<file path="config.mk">
export PLATFORM = sky130hd
export DESIGN_NAME = mem_stage_flat
export DESIGN_NICKNAME = d
export VERILOG_FILES = /design/src/rtl/mem_stage_pkg.sv /design/src/rtl/mem_stage_if.sv /design/src/rtl/mem_stage_align.sv /design/src/rtl/mem_stage.sv /design/src/flat_wrapper.sv
export SDC_FILE = /design/constraint.sdc
export NUM_CORES = 1
export LEC_CHECK = 0
export ABC_AREA = 0
export BUFFER_PORTS_ARGS = -buffer_cell sky130_fd_sc_hd__buf_2
export CORE_MARGIN = 4
export CORE_UTILIZATION = 35
export CTS_CLUSTER_DIAMETER = 150
export CTS_CLUSTER_SIZE = 20
export DETAILED_ROUTE_END_ITERATION = 10
export GPL_TIMING_DRIVEN = 0
export PLACE_DENSITY = 0.71
export SLEW_MARGIN = 20
export SYNTH_ARGS = -nofsm -noshare
export SYNTH_HDL_FRONTEND = slang
export SYNTH_SLANG_ARGS = --single-unit
</file>
<file path="constraint.sdc">
create_clock -name clock -period 3.79 [get_ports clock]
set_input_delay 0.379 -clock clock [delete_from_list [all_inputs] [get_ports clock]]
set_output_delay 0.379 -clock clock [all_outputs]
set_load 0.005 [all_outputs]
</file>
<file path="src/rtl/mem_stage_pkg.sv">
// ----------------------------------------------------------------------------
// mem_stage_pkg
// Shared LC-3b types used by the MEM stage and its data-memory interface.
//   lc3b_word          16-bit datapath word
//   lc3b_mem_wmask     byte enables, [1] = high byte
//   lc3b_control_word  per-instruction control bits carried down the pipeline
// ----------------------------------------------------------------------------
package mem_stage_pkg;

   typedef logic [15:0] lc3b_word;
   typedef logic [1:0]  lc3b_mem_wmask;

   typedef struct packed {
      logic load_regfile;
      logic load_cc;
      logic mem_read;
      logic mem_write;
      logic mem_byte;
      logic mem_indirect;
   } lc3b_control_word;

   localparam lc3b_mem_wmask WMASK_WORD = 2'b11;
   localparam lc3b_mem_wmask WMASK_HI   = 2'b10;
   localparam lc3b_mem_wmask WMASK_LO   = 2'b01;

   // Sign-extend a loaded byte to a full word.
   function automatic lc3b_word sext8(input logic [7:0] b);
      return {{8{b[7]}}, b};
   endfunction

endpackage

</file>
<file path="src/rtl/mem_stage_if.sv">
// ----------------------------------------------------------------------------
// mem_stage_if
// Data-memory bus between the MEM stage (master) and data memory (slave).
//   dmem_address  access address
//   dmem_read     read request
//   dmem_write    write request
//   dmem_wmask    byte enables for writes, [1] = high byte
//   dmem_wdata    write data
//   dmem_rdata    read data, valid in the dmem_resp cycle
//   dmem_resp     access complete, one-cycle pulse
// Handshake: the master holds dmem_read or dmem_write, together with address,
// mask and write data, stable until the cycle in which the slave raises
// dmem_resp; that cycle completes the access and the master may change or
// drop the request on the following cycle. dmem_resp without a request is
// ignored.
// ----------------------------------------------------------------------------
interface mem_stage_if;
   import mem_stage_pkg::*;

   lc3b_word      dmem_address;
   logic          dmem_read;
   logic          dmem_write;
   lc3b_mem_wmask dmem_wmask;
   lc3b_word      dmem_wdata;
   lc3b_word      dmem_rdata;
   logic          dmem_resp;

   modport master (
      output dmem_address, dmem_read, dmem_write, dmem_wmask, dmem_wdata,
      input  dmem_rdata, dmem_resp
   );

   modport slave (
      input  dmem_address, dmem_read, dmem_write, dmem_wmask, dmem_wdata,
      output dmem_rdata, dmem_resp
   );
endinterface

</file>
<file path="src/rtl/mem_stage_align.sv">
// ----------------------------------------------------------------------------
// mem_align
// Combinational address/lane handling for one data-memory access.
//   addr         unaligned access address
//   byte_access  1 = byte access, 0 = word access
//   store_data   source register value for stores
//   rdata        raw read data from memory
//   address      bus address (bit 0 cleared for word accesses)
//   wmask        byte enables
//   wdata        write data (byte replicated to both lanes for byte stores)
//   load_data    load result after lane select and sign extension
// ----------------------------------------------------------------------------
module mem_align
   import mem_stage_pkg::*;
(
   input  lc3b_word      addr,
   input  logic          byte_access,
   input  lc3b_word      store_data,
   input  lc3b_word      rdata,
   output lc3b_word      address,
   output lc3b_mem_wmask wmask,
   output lc3b_word      wdata,
   output lc3b_word      load_data
);

   always_comb begin
      if (byte_access) begin
         address   = addr;
         wmask     = addr[0] ? WMASK_HI : WMASK_LO;
         // Replicate the byte so the mask alone picks the lane.
         wdata     = {store_data[7:0], store_data[7:0]};
         load_data = sext8(addr[0] ? rdata[15:8] : rdata[7:0]);
      end else begin
         address   = {addr[15:1], 1'b0};
         wmask     = WMASK_WORD;
         wdata     = store_data;
         load_data = rdata;
      end
   end

endmodule

</file>
<file path="src/rtl/mem_stage.sv">
// ----------------------------------------------------------------------------
// mem_stage
// LC-3b MEM pipeline stage. Issues data-memory accesses for loads, stores and
// the two-access indirect forms, stalls upstream until the final access
// completes, then loads the MEM/WB latch.
//   clock, reset      pipeline clock, async active-high reset
//   valid_in          EX/MEM holds a real instruction
//   cw_in, ir_in      control word and instruction
//   alu_out_in        effective address or ALU result
//   store_data_in     SR value for stores
//   new_pc_in         PC+2 / link value
//   mem_stall         hold EX/MEM and all earlier stages
//   dmem              data-memory bus (master side)
//   *_out, valid_out  MEM/WB latch contents
//   state_dbg         current access state (0 idle, 1 access, 2 ind_ptr,
//                     3 ind_access)
// ----------------------------------------------------------------------------
module mem_stage
   import mem_stage_pkg::*;
(
   input  logic             clock,
   input  logic             reset,
   input  logic             valid_in,
   input  lc3b_control_word cw_in,
   input  lc3b_word         ir_in,
   input  lc3b_word         alu_out_in,
   input  lc3b_word         store_data_in,
   input  lc3b_word         new_pc_in,
   output logic             mem_stall,
   mem_stage_if.master      dmem,
   output lc3b_word         mem_address_out,
   output lc3b_word         data_out,
   output lc3b_control_word cw_out,
   output lc3b_word         new_pc_out,
   output lc3b_word         alu_out_out,
   output lc3b_word         ir_out,
   output logic             valid_out,
   output logic [1:0]       state_dbg
);

   typedef enum logic [1:0] {
      S_IDLE       = 2'd0,
      S_ACCESS     = 2'd1,
      S_IND_PTR    = 2'd2,
      S_IND_ACCESS = 2'd3
   } state_t;

   state_t   state, state_next;
   lc3b_word ptr_reg;

   logic     need_mem;
   logic     is_read;
   logic     is_write;
   logic     ptr_phase;    // current access is the pointer fetch of LDI/STI
   logic     final_phase;  // current access is the instruction's last one
   logic     final_resp;
   lc3b_word final_addr;
   lc3b_word access_addr;
   lc3b_word load_data;

   // A read takes precedence when both direction bits are set.
   assign need_mem = valid_in & (cw_in.mem_read | cw_in.mem_write);
   assign is_read  = cw_in.mem_read;
   assign is_write = cw_in.mem_write & ~cw_in.mem_read;

   assign state_dbg = state;

   // ---------------- state register ----------------
   always_ff @(posedge clock or posedge reset) begin
      if (reset) begin
         state <= S_IDLE;
      end else begin
         state <= state_next;
      end
   end

   always_ff @(posedge clock or posedge reset) begin
      if (reset) begin
         ptr_reg <= '0;
      end else if (ptr_phase && dmem.dmem_resp) begin
         ptr_reg <= dmem.dmem_rdata;
      end
   end

   // ---------------- next-state logic ----------------
   // Accesses start in S_IDLE in the cycle the instruction arrives, so a
   // response in that first cycle skips the corresponding wait state.
   always_comb begin
      state_next = state;
      case (state)
         S_IDLE: begin
            if (need_mem) begin
               if (cw_in.mem_indirect) begin
                  state_next = dmem.dmem_resp ? S_IND_ACCESS : S_IND_PTR;
               end else begin
                  state_next = dmem.dmem_resp ? S_IDLE : S_ACCESS;
               end
            end
         end
         S_IND_PTR: begin
            if (!need_mem) begin
               state_next = S_IDLE;
            end else if (dmem.dmem_resp) begin
               state_next = S_IND_ACCESS;
            end
         end
         S_ACCESS, S_IND_ACCESS: begin
            if (!need_mem || dmem.dmem_resp) begin
               state_next = S_IDLE;
            end
         end
         default: state_next = S_IDLE;
      endcase
   end

   // ---------------- output logic ----------------
   always_comb begin
      ptr_phase   = 1'b0;
      final_phase = 1'b0;
      final_addr  = alu_out_in;
      case (state)
         S_IDLE: begin
            ptr_phase   = need_mem & cw_in.mem_indirect;
            final_phase = need_mem & ~cw_in.mem_indirect;
         end
         S_IND_PTR: begin
            ptr_phase = need_mem;
         end
         S_ACCESS: begin
            final_phase = need_mem;
         end
         S_IND_ACCESS: begin
            final_phase = need_mem;
            final_addr  = ptr_reg;
         end
         default: begin
            ptr_phase   = 1'b0;
            final_phase = 1'b0;
         end
      endcase
   end

   assign access_addr = ptr_phase ? alu_out_in : final_addr;
   assign final_resp  = final_phase & dmem.dmem_resp;
   assign mem_stall   = need_mem & ~final_resp;

   // Requests drop in the same cycle reset rises; nothing is retried.
   assign dmem.dmem_read  = ~reset & (ptr_phase | (final_phase & is_read));
   assign dmem.dmem_write = ~reset & final_phase & is_write;

   // The pointer fetch is always a word read.
   mem_align u_align (
      .addr        (access_addr),
      .byte_access (cw_in.mem_byte & ~ptr_phase),
      .store_data  (store_data_in),
      .rdata       (dmem.dmem_rdata),
      .address     (dmem.dmem_address),
      .wmask       (dmem.dmem_wmask),
      .wdata       (dmem.dmem_wdata),
      .load_data   (load_data)
   );

   // ---------------- MEM/WB latch ----------------
   always_ff @(posedge clock or posedge reset) begin
      if (reset) begin
         mem_address_out <= '0;
         data_out        <= '0;
         cw_out          <= '0;
         new_pc_out      <= '0;
         alu_out_out     <= '0;
         ir_out          <= '0;
         valid_out       <= 1'b0;
      end else if (!mem_stall) begin
         mem_address_out <= need_mem ? final_addr : alu_out_in;
         data_out        <= (need_mem && is_read) ? load_data : '0;
         cw_out          <= valid_in ? cw_in : '0;
         new_pc_out      <= new_pc_in;
         alu_out_out     <= alu_out_in;
         ir_out          <= ir_in;
         valid_out       <= valid_in;
      end
   end

endmodule
</file>
<file path="src/flat_wrapper.sv">
// flat-port wrapper written by rule: the top's interface ports become plain ports
module mem_stage_flat import mem_stage_pkg::*;
  (clock, reset, valid_in, cw_in, ir_in, alu_out_in, store_data_in, new_pc_in, mem_stall, mem_address_out, data_out, cw_out, new_pc_out, alu_out_out, ir_out, valid_out, state_dbg, dmem_dmem_address, dmem_dmem_read, dmem_dmem_write, dmem_dmem_wmask, dmem_dmem_wdata, dmem_dmem_rdata, dmem_dmem_resp);
  mem_stage_if dmem_i ();
  input  logic clock;
  input  logic reset;
  input  logic valid_in;
  input  lc3b_control_word cw_in;
  input  lc3b_word ir_in;
  input  lc3b_word alu_out_in;
  input  lc3b_word store_data_in;
  input  lc3b_word new_pc_in;
  output logic mem_stall;
  output lc3b_word mem_address_out;
  output lc3b_word data_out;
  output lc3b_control_word cw_out;
  output lc3b_word new_pc_out;
  output lc3b_word alu_out_out;
  output lc3b_word ir_out;
  output logic valid_out;
  output logic [1:0] state_dbg;
  output wire logic [$bits(dmem_i.dmem_address)-1:0] dmem_dmem_address;
  output wire logic [$bits(dmem_i.dmem_read)-1:0] dmem_dmem_read;
  output wire logic [$bits(dmem_i.dmem_write)-1:0] dmem_dmem_write;
  output wire logic [$bits(dmem_i.dmem_wmask)-1:0] dmem_dmem_wmask;
  output wire logic [$bits(dmem_i.dmem_wdata)-1:0] dmem_dmem_wdata;
  input wire logic [$bits(dmem_i.dmem_rdata)-1:0] dmem_dmem_rdata;
  input wire logic [$bits(dmem_i.dmem_resp)-1:0] dmem_dmem_resp;
  assign dmem_dmem_address = dmem_i.dmem_address;
  assign dmem_dmem_read = dmem_i.dmem_read;
  assign dmem_dmem_write = dmem_i.dmem_write;
  assign dmem_dmem_wmask = dmem_i.dmem_wmask;
  assign dmem_dmem_wdata = dmem_i.dmem_wdata;
  assign dmem_i.dmem_rdata = dmem_dmem_rdata;
  assign dmem_i.dmem_resp = dmem_dmem_resp;
  mem_stage u_core (.clock(clock), .reset(reset), .valid_in(valid_in), .cw_in(cw_in), .ir_in(ir_in), .alu_out_in(alu_out_in), .store_data_in(store_data_in), .new_pc_in(new_pc_in), .mem_stall(mem_stall), .dmem(dmem_i), .mem_address_out(mem_address_out), .data_out(data_out), .cw_out(cw_out), .new_pc_out(new_pc_out), .alu_out_out(alu_out_out), .ir_out(ir_out), .valid_out(valid_out), .state_dbg(state_dbg));
endmodule
</file>
# Word-level counts from Yosys, hierarchy flattened
# Index checks and enable logic that the tools add are counted.
word_totals:
  ff_bits: 105
  input_bits: 90
  output_inout_bits: 126
  word_cells: 66
classes:
  n_eq_ne: 6
  n_mux: 21
  bitwise: 18
  n_reduce_logical: 7
op_table:
  columns: ["operator", "count"]
  rows:
  - ["$mux 16", 6]
  - ["$mux 2", 7]
  - ["$and 1x1->1", 11]
  - ["$mux 8", 1]
  - ["$mux 6", 1]
  - ["$pmux 2 s3", 1]
  - ["$not 1->1", 5]
  - ["$eq 2x2->1 const B", 2]
  - ["$ne 2x1->1 const B", 2]
  - ["$pmux 1 s2", 2]
  - ["$mux 1", 3]
  - ["$ne 3x3->1 const B", 1]
  - ["$reduce_and 3->1", 1]
  - ["$eq 2x1->1 const B", 1]
  - ["$logic_and 1x1->1", 2]
  - ["$logic_not 2->1", 1]
  - ["$or 1x1->1", 2]
  - ["$reduce_or 2->1", 1]
  - ["$logic_not 1->1", 1]
  - ["$logic_or 1x1->1", 1]

# Logic depth before layout (Yosys ltp)
depth:
  word_depth: 8
  depth_mapped: 7

# By module
# Synthesis repeated with hierarchy kept, for this count alone.
unflattened:
  cells_unflattened: 352
  hier_area_um2: 4889.7
by_module_without_submodules:
  columns: ["module", "n_inst", "cells_per_inst", "area_per_inst_um2", "seq_area_each_um2"]
  rows:
  - ["mem_stage", 1, 291, 4394.2, 2627.5]
  - ["mem_align", 1, 61, 495.5, 0.0]

# Worst setup path before layout
# Ideal clock, no wire load.
synth_timing:
  path_type: "input -> output"
  from: "input reset"
  to: "output dmem_dmem_write"
  arrival_time_ns: 3.014
  required_time_ns: 3.411
  setup_slack_ns: 0.397
  cell_stages: 2
  cell_sequence: "inv_1 > and4_1"
synth_via:
  elab_chain_cells: 3
synth_rtl:
  columns: ["item", "line_no", "rtl"]
  rows:
  - ["start: declaration", "flat_wrapper.sv:6", "input logic reset;"]
  - ["$not 1->1", "mem_stage.sv:149", "assign dmem.dmem_write = ~reset & final_phase & is_write;"]
  - ["$and 1x1->1 (2 in a row)", "mem_stage.sv:149", null]
  - ["end: declaration", "flat_wrapper.sv:24", "output wire logic [$bits(dmem_i.dmem_write)-1:0] dmem_dmem_write;"]
# No other way between the ends.

# Worst setup path in the final report
layout_timing:
  from: "register u_core.state[0] (netlist: u_core.state_dbg[0])"
  to: "output mem_stall"
layout_via:
  elab_chain_cells: 6
  elab_cells_between_ends: 8
layout_rtl:
  columns: ["item", "line_no", "rtl"]
  rows:
  - ["start: declaration", "mem_stage.sv:48", "state_t state, state_next;"]
  - ["start signal: assignment", "mem_stage.sv:73", "state <= state_next;"]
  - ["$eq 2x1->1 / $eq 2x2->1 (equally long branches)", "mem_stage.sv:121", "case (state)"]
  - ["$reduce_or 2->1 (no line)", null, null]
  - ["$pmux 1 s2 (*)", "mem_stage.sv:121", null]
  - ["$and 1x1->1 (*)", "mem_stage.sv:144", "assign final_resp = final_phase & dmem.dmem_resp;"]
  - ["$not 1->1 (*)", "mem_stage.sv:145", "assign mem_stall = need_mem & ~final_resp;"]
  - ["$and 1x1->1 (*)", "mem_stage.sv:145", null]
  - ["end: declaration", "flat_wrapper.sv:13", "output logic mem_stall;"]
# Mark *: on every way between the ends. The rest lies on a longest branch, timed or not.

==> results.json <==
{
  "synth_area_leaders": "dfrtp_1 56%, mux2_2 24%, nand2_1 4.2%",
  "utilization": 0.490,
  "dp_hpwl_um": 10300,
  "rrSetupSlack_ps": 1750,
  "cts-root-buf": "clkbuf_16",
  "period_share": 0.680,
  "p_per_area_nw_per_um2": 439,
  "cts.repair.resized": 0,
  "postLayoutSetupSlackWorst_ps": 1210,
  "pwr-share-seq": 0.482,
  "critPathArrivalTime_ps": 2200,
  "routedLengthMet1_um": 5370,
  "drc": 0,
  "grt_max_degree": 61,
  "clk_pin_slew_ps": 60,
  "final.setup.tns_ps": 0,
  "critical_path_class": "reg -> out",
  "numCtsBuffers": 9,
  "cap_violations": 0,
  "fillers": 1201,
  "report.final.slew_viol_count": 0,
  "grt_usage": 0.175,
  "pre_cts_ws_ps": 1340,
  "seq_area_frac_synth": 0.563,
  "yosys.area.top_type": "dfrtp_1",
  "routed_wl_um": 13400,
  "gp_congestion": 0.774,
  "startpoint": "u_core.state_dbg[0]",
  "grt_overflow": 0,
  "swShare": 0.259,
  "start_util": 0.364,
  "drt_iter0_markers": 141,
  "setup-violations-final": 0,
  "core_area_um2": 12800,
  "start_kind": "flop",
  "hold_buffers": 0,
  "synth-main-ff-cell": "dfrtp_1",
  "wire_per_inst_um": 17.4,
  "nets": 680,
  "regArea_um2": 2630,
  "portBuffers": 214,
  "vdd_ir_drop_max_mv": 0.252,
  "r2r_end": "u_core.ptr_reg[9]",
  "synth-warning-count": 0,
  "num_vias": 3672,
  "vias_per_cell": 4.79,
  "critPathCapture": "mem_stall",
  "hold_viol": 0,
  "clk-insertion-delay-late_ps": 350,
  "yosys_register_bits": 105,
  "synthesis.nets": 454,
  "synth_edf_count": 0,
  "synth_cells": 364,
  "clock_sinks": 105,
  "wl_met2_um": 6740,
  "wl_met3_um": 1060,
  "chipWidth_um": 123,
  "netlist.area_leader.share": 0.563,
  "clock.fmax_ghz": 0.388,
  "rows": 41,
  "combPwrFrac": 0.189,
  "worstHoldPathType": "in -> async",
  "dr.pass1.iters": 4,
  "antenna_cells": 0,
  "htreeDepth": 3,
  "r2r_start": "u_core.state_dbg[1]",
  "grt_pass1_wl_um": 20300,
  "layout-drive-gt1-share": 0.620,
  "multi_input_area_um2": 1870,
  "rsz0062_at_grt": "no",
  "yosysUniqueCellTypes": 31,
  "syn_area_um2": 4670,
  "die_h_um": 123,
  "cp_max_fo": 10,
  "io_pins": 216,
  "ant_nets": 0,
  "cts_post_setup_buffers_inserted": 0,
  "synthArstFlopShare": 1.00,
  "power.total_uw": 2760,
  "syn_to_final_growth_pct": 34.5,
  "tritoncts": "built",
  "tightest_slew_ps": 800,
  "dieArea_um2": 15200,
  "clock_path_buffers": 2,
  "cp.required_ps": 3410,
  "reg2reg_depth": 6,
  "timing.hold.ws_ps": 77.8,
  "top_layer": "met4",
  "p_leak_uw": 0.00320,
  "internal_power_uw": 2040,
  "skew_ps": 8.85,
  "first_global_vias": 3867,
  "grt_antenna_before_repair": 0,
  "pwr-share-clk": 0.329,
  "switchingPower_uw": 715,
  "min_period_ps": 2580,
  "status": "finished clean",
  "slew_headroom": 0.467,
  "crit_path_end_kind": "output pin",
  "synth_area_per_cell_um2": 12.8
}
-- worst max-delay path: stages, from the launching register on --
cell and delay [ps]:
dfrtp_1 490, o21bai_1 220, a21oi_1 210, buf_2 280, buf_1 450, buf_2 210
-- cell families after synthesis --
family          after synthesis  share of synthesized area
mux                         118                      0.290
flops                       105                      0.563
simple gates                 78                     0.0702
compound gates               34                     0.0408
buf+inv                      29                     0.0362
-- worst min-delay path by stage --
| stage | start | endpoint | cells after the start |
|---|---|---|---|
| 6_report | reset | u_core.cw_out[1] | 2 |
| 5_1_grt | reset | u_core.cw_out[4] | 2 |
| 4_1_cts | reset | u_core.cw_out[1] | 2 |
| 3_5_place_dp | reset | u_core.cw_out[1] | 2 |
| 3_3_place_gp | u_core.cw_out[5] | u_core.cw_out[5] | 2 |
| 2_1_floorplan | u_core.cw_out[3] | u_core.cw_out[3] | 2 |
-- final cells by class --
type | count | area share
repair buffers | 215 | 0.175
clock inverters | 4 | 0.00418
clock buffers | 12 | 0.0424
multi-input cells | 230 | 0.298
well taps | 172 | 0.0343
inverters | 2 | 0.00199
plain buffers | 27 | 0.0257
flip-flops and latches | 105 | 0.418
-- metal layers --
layer | GRT usage | vias to the layer above
met2 | 0.296 | 140
met3 | 0.0476 | 13
met5 | 0 | -
met4 | 0.0609 | 0
met1 | 0.216 | 1811
li1 | - | 1708
-- layout by cell type (no fill, tap or decap), types with 3 or more instances in the layout --
cell	n
nand3_1	3
o21ai_0	23
nor2_1	13
clkbuf_1	3
mux2i_1	8
dfrtp_1	105
clkbuf_16	9
mux2_4	9
clkbuf_8	3
mux2_2	101
a21oi_1	3
nand2_1	52
buf_4	10
buf_2	226
-- through the flow --
stage	cell area (um2)	std cells
4_1_cts	6280	767
3_5_place_dp	5990	751
5_1_grt	6280	767
6_report	6280	767
3_3_place_gp	5950	750
2_1_floorplan	4670	364
-- synth_stat cells, drive strengths merged (2+ instances only) --
cell type,instances
mux2i,8
nand3,3
nor2,13
inv,2
o21ai,25
clkbuf,3
a21oi,3
nor3,2
nand2,54
buf,24
dfrtp,105
mux2,110
-- power groups by stage --
stage          clock, uW  sequential [uW]  combinational, uW
2_1_floorplan          0             1350                273
3_3_place_gp           0             1340                509
3_5_place_dp           0             1350                531
4_1_cts              942             1330                533
5_1_grt              989             1350                578
6_report             906             1330                522
Power figures use the tool's default switching activity.
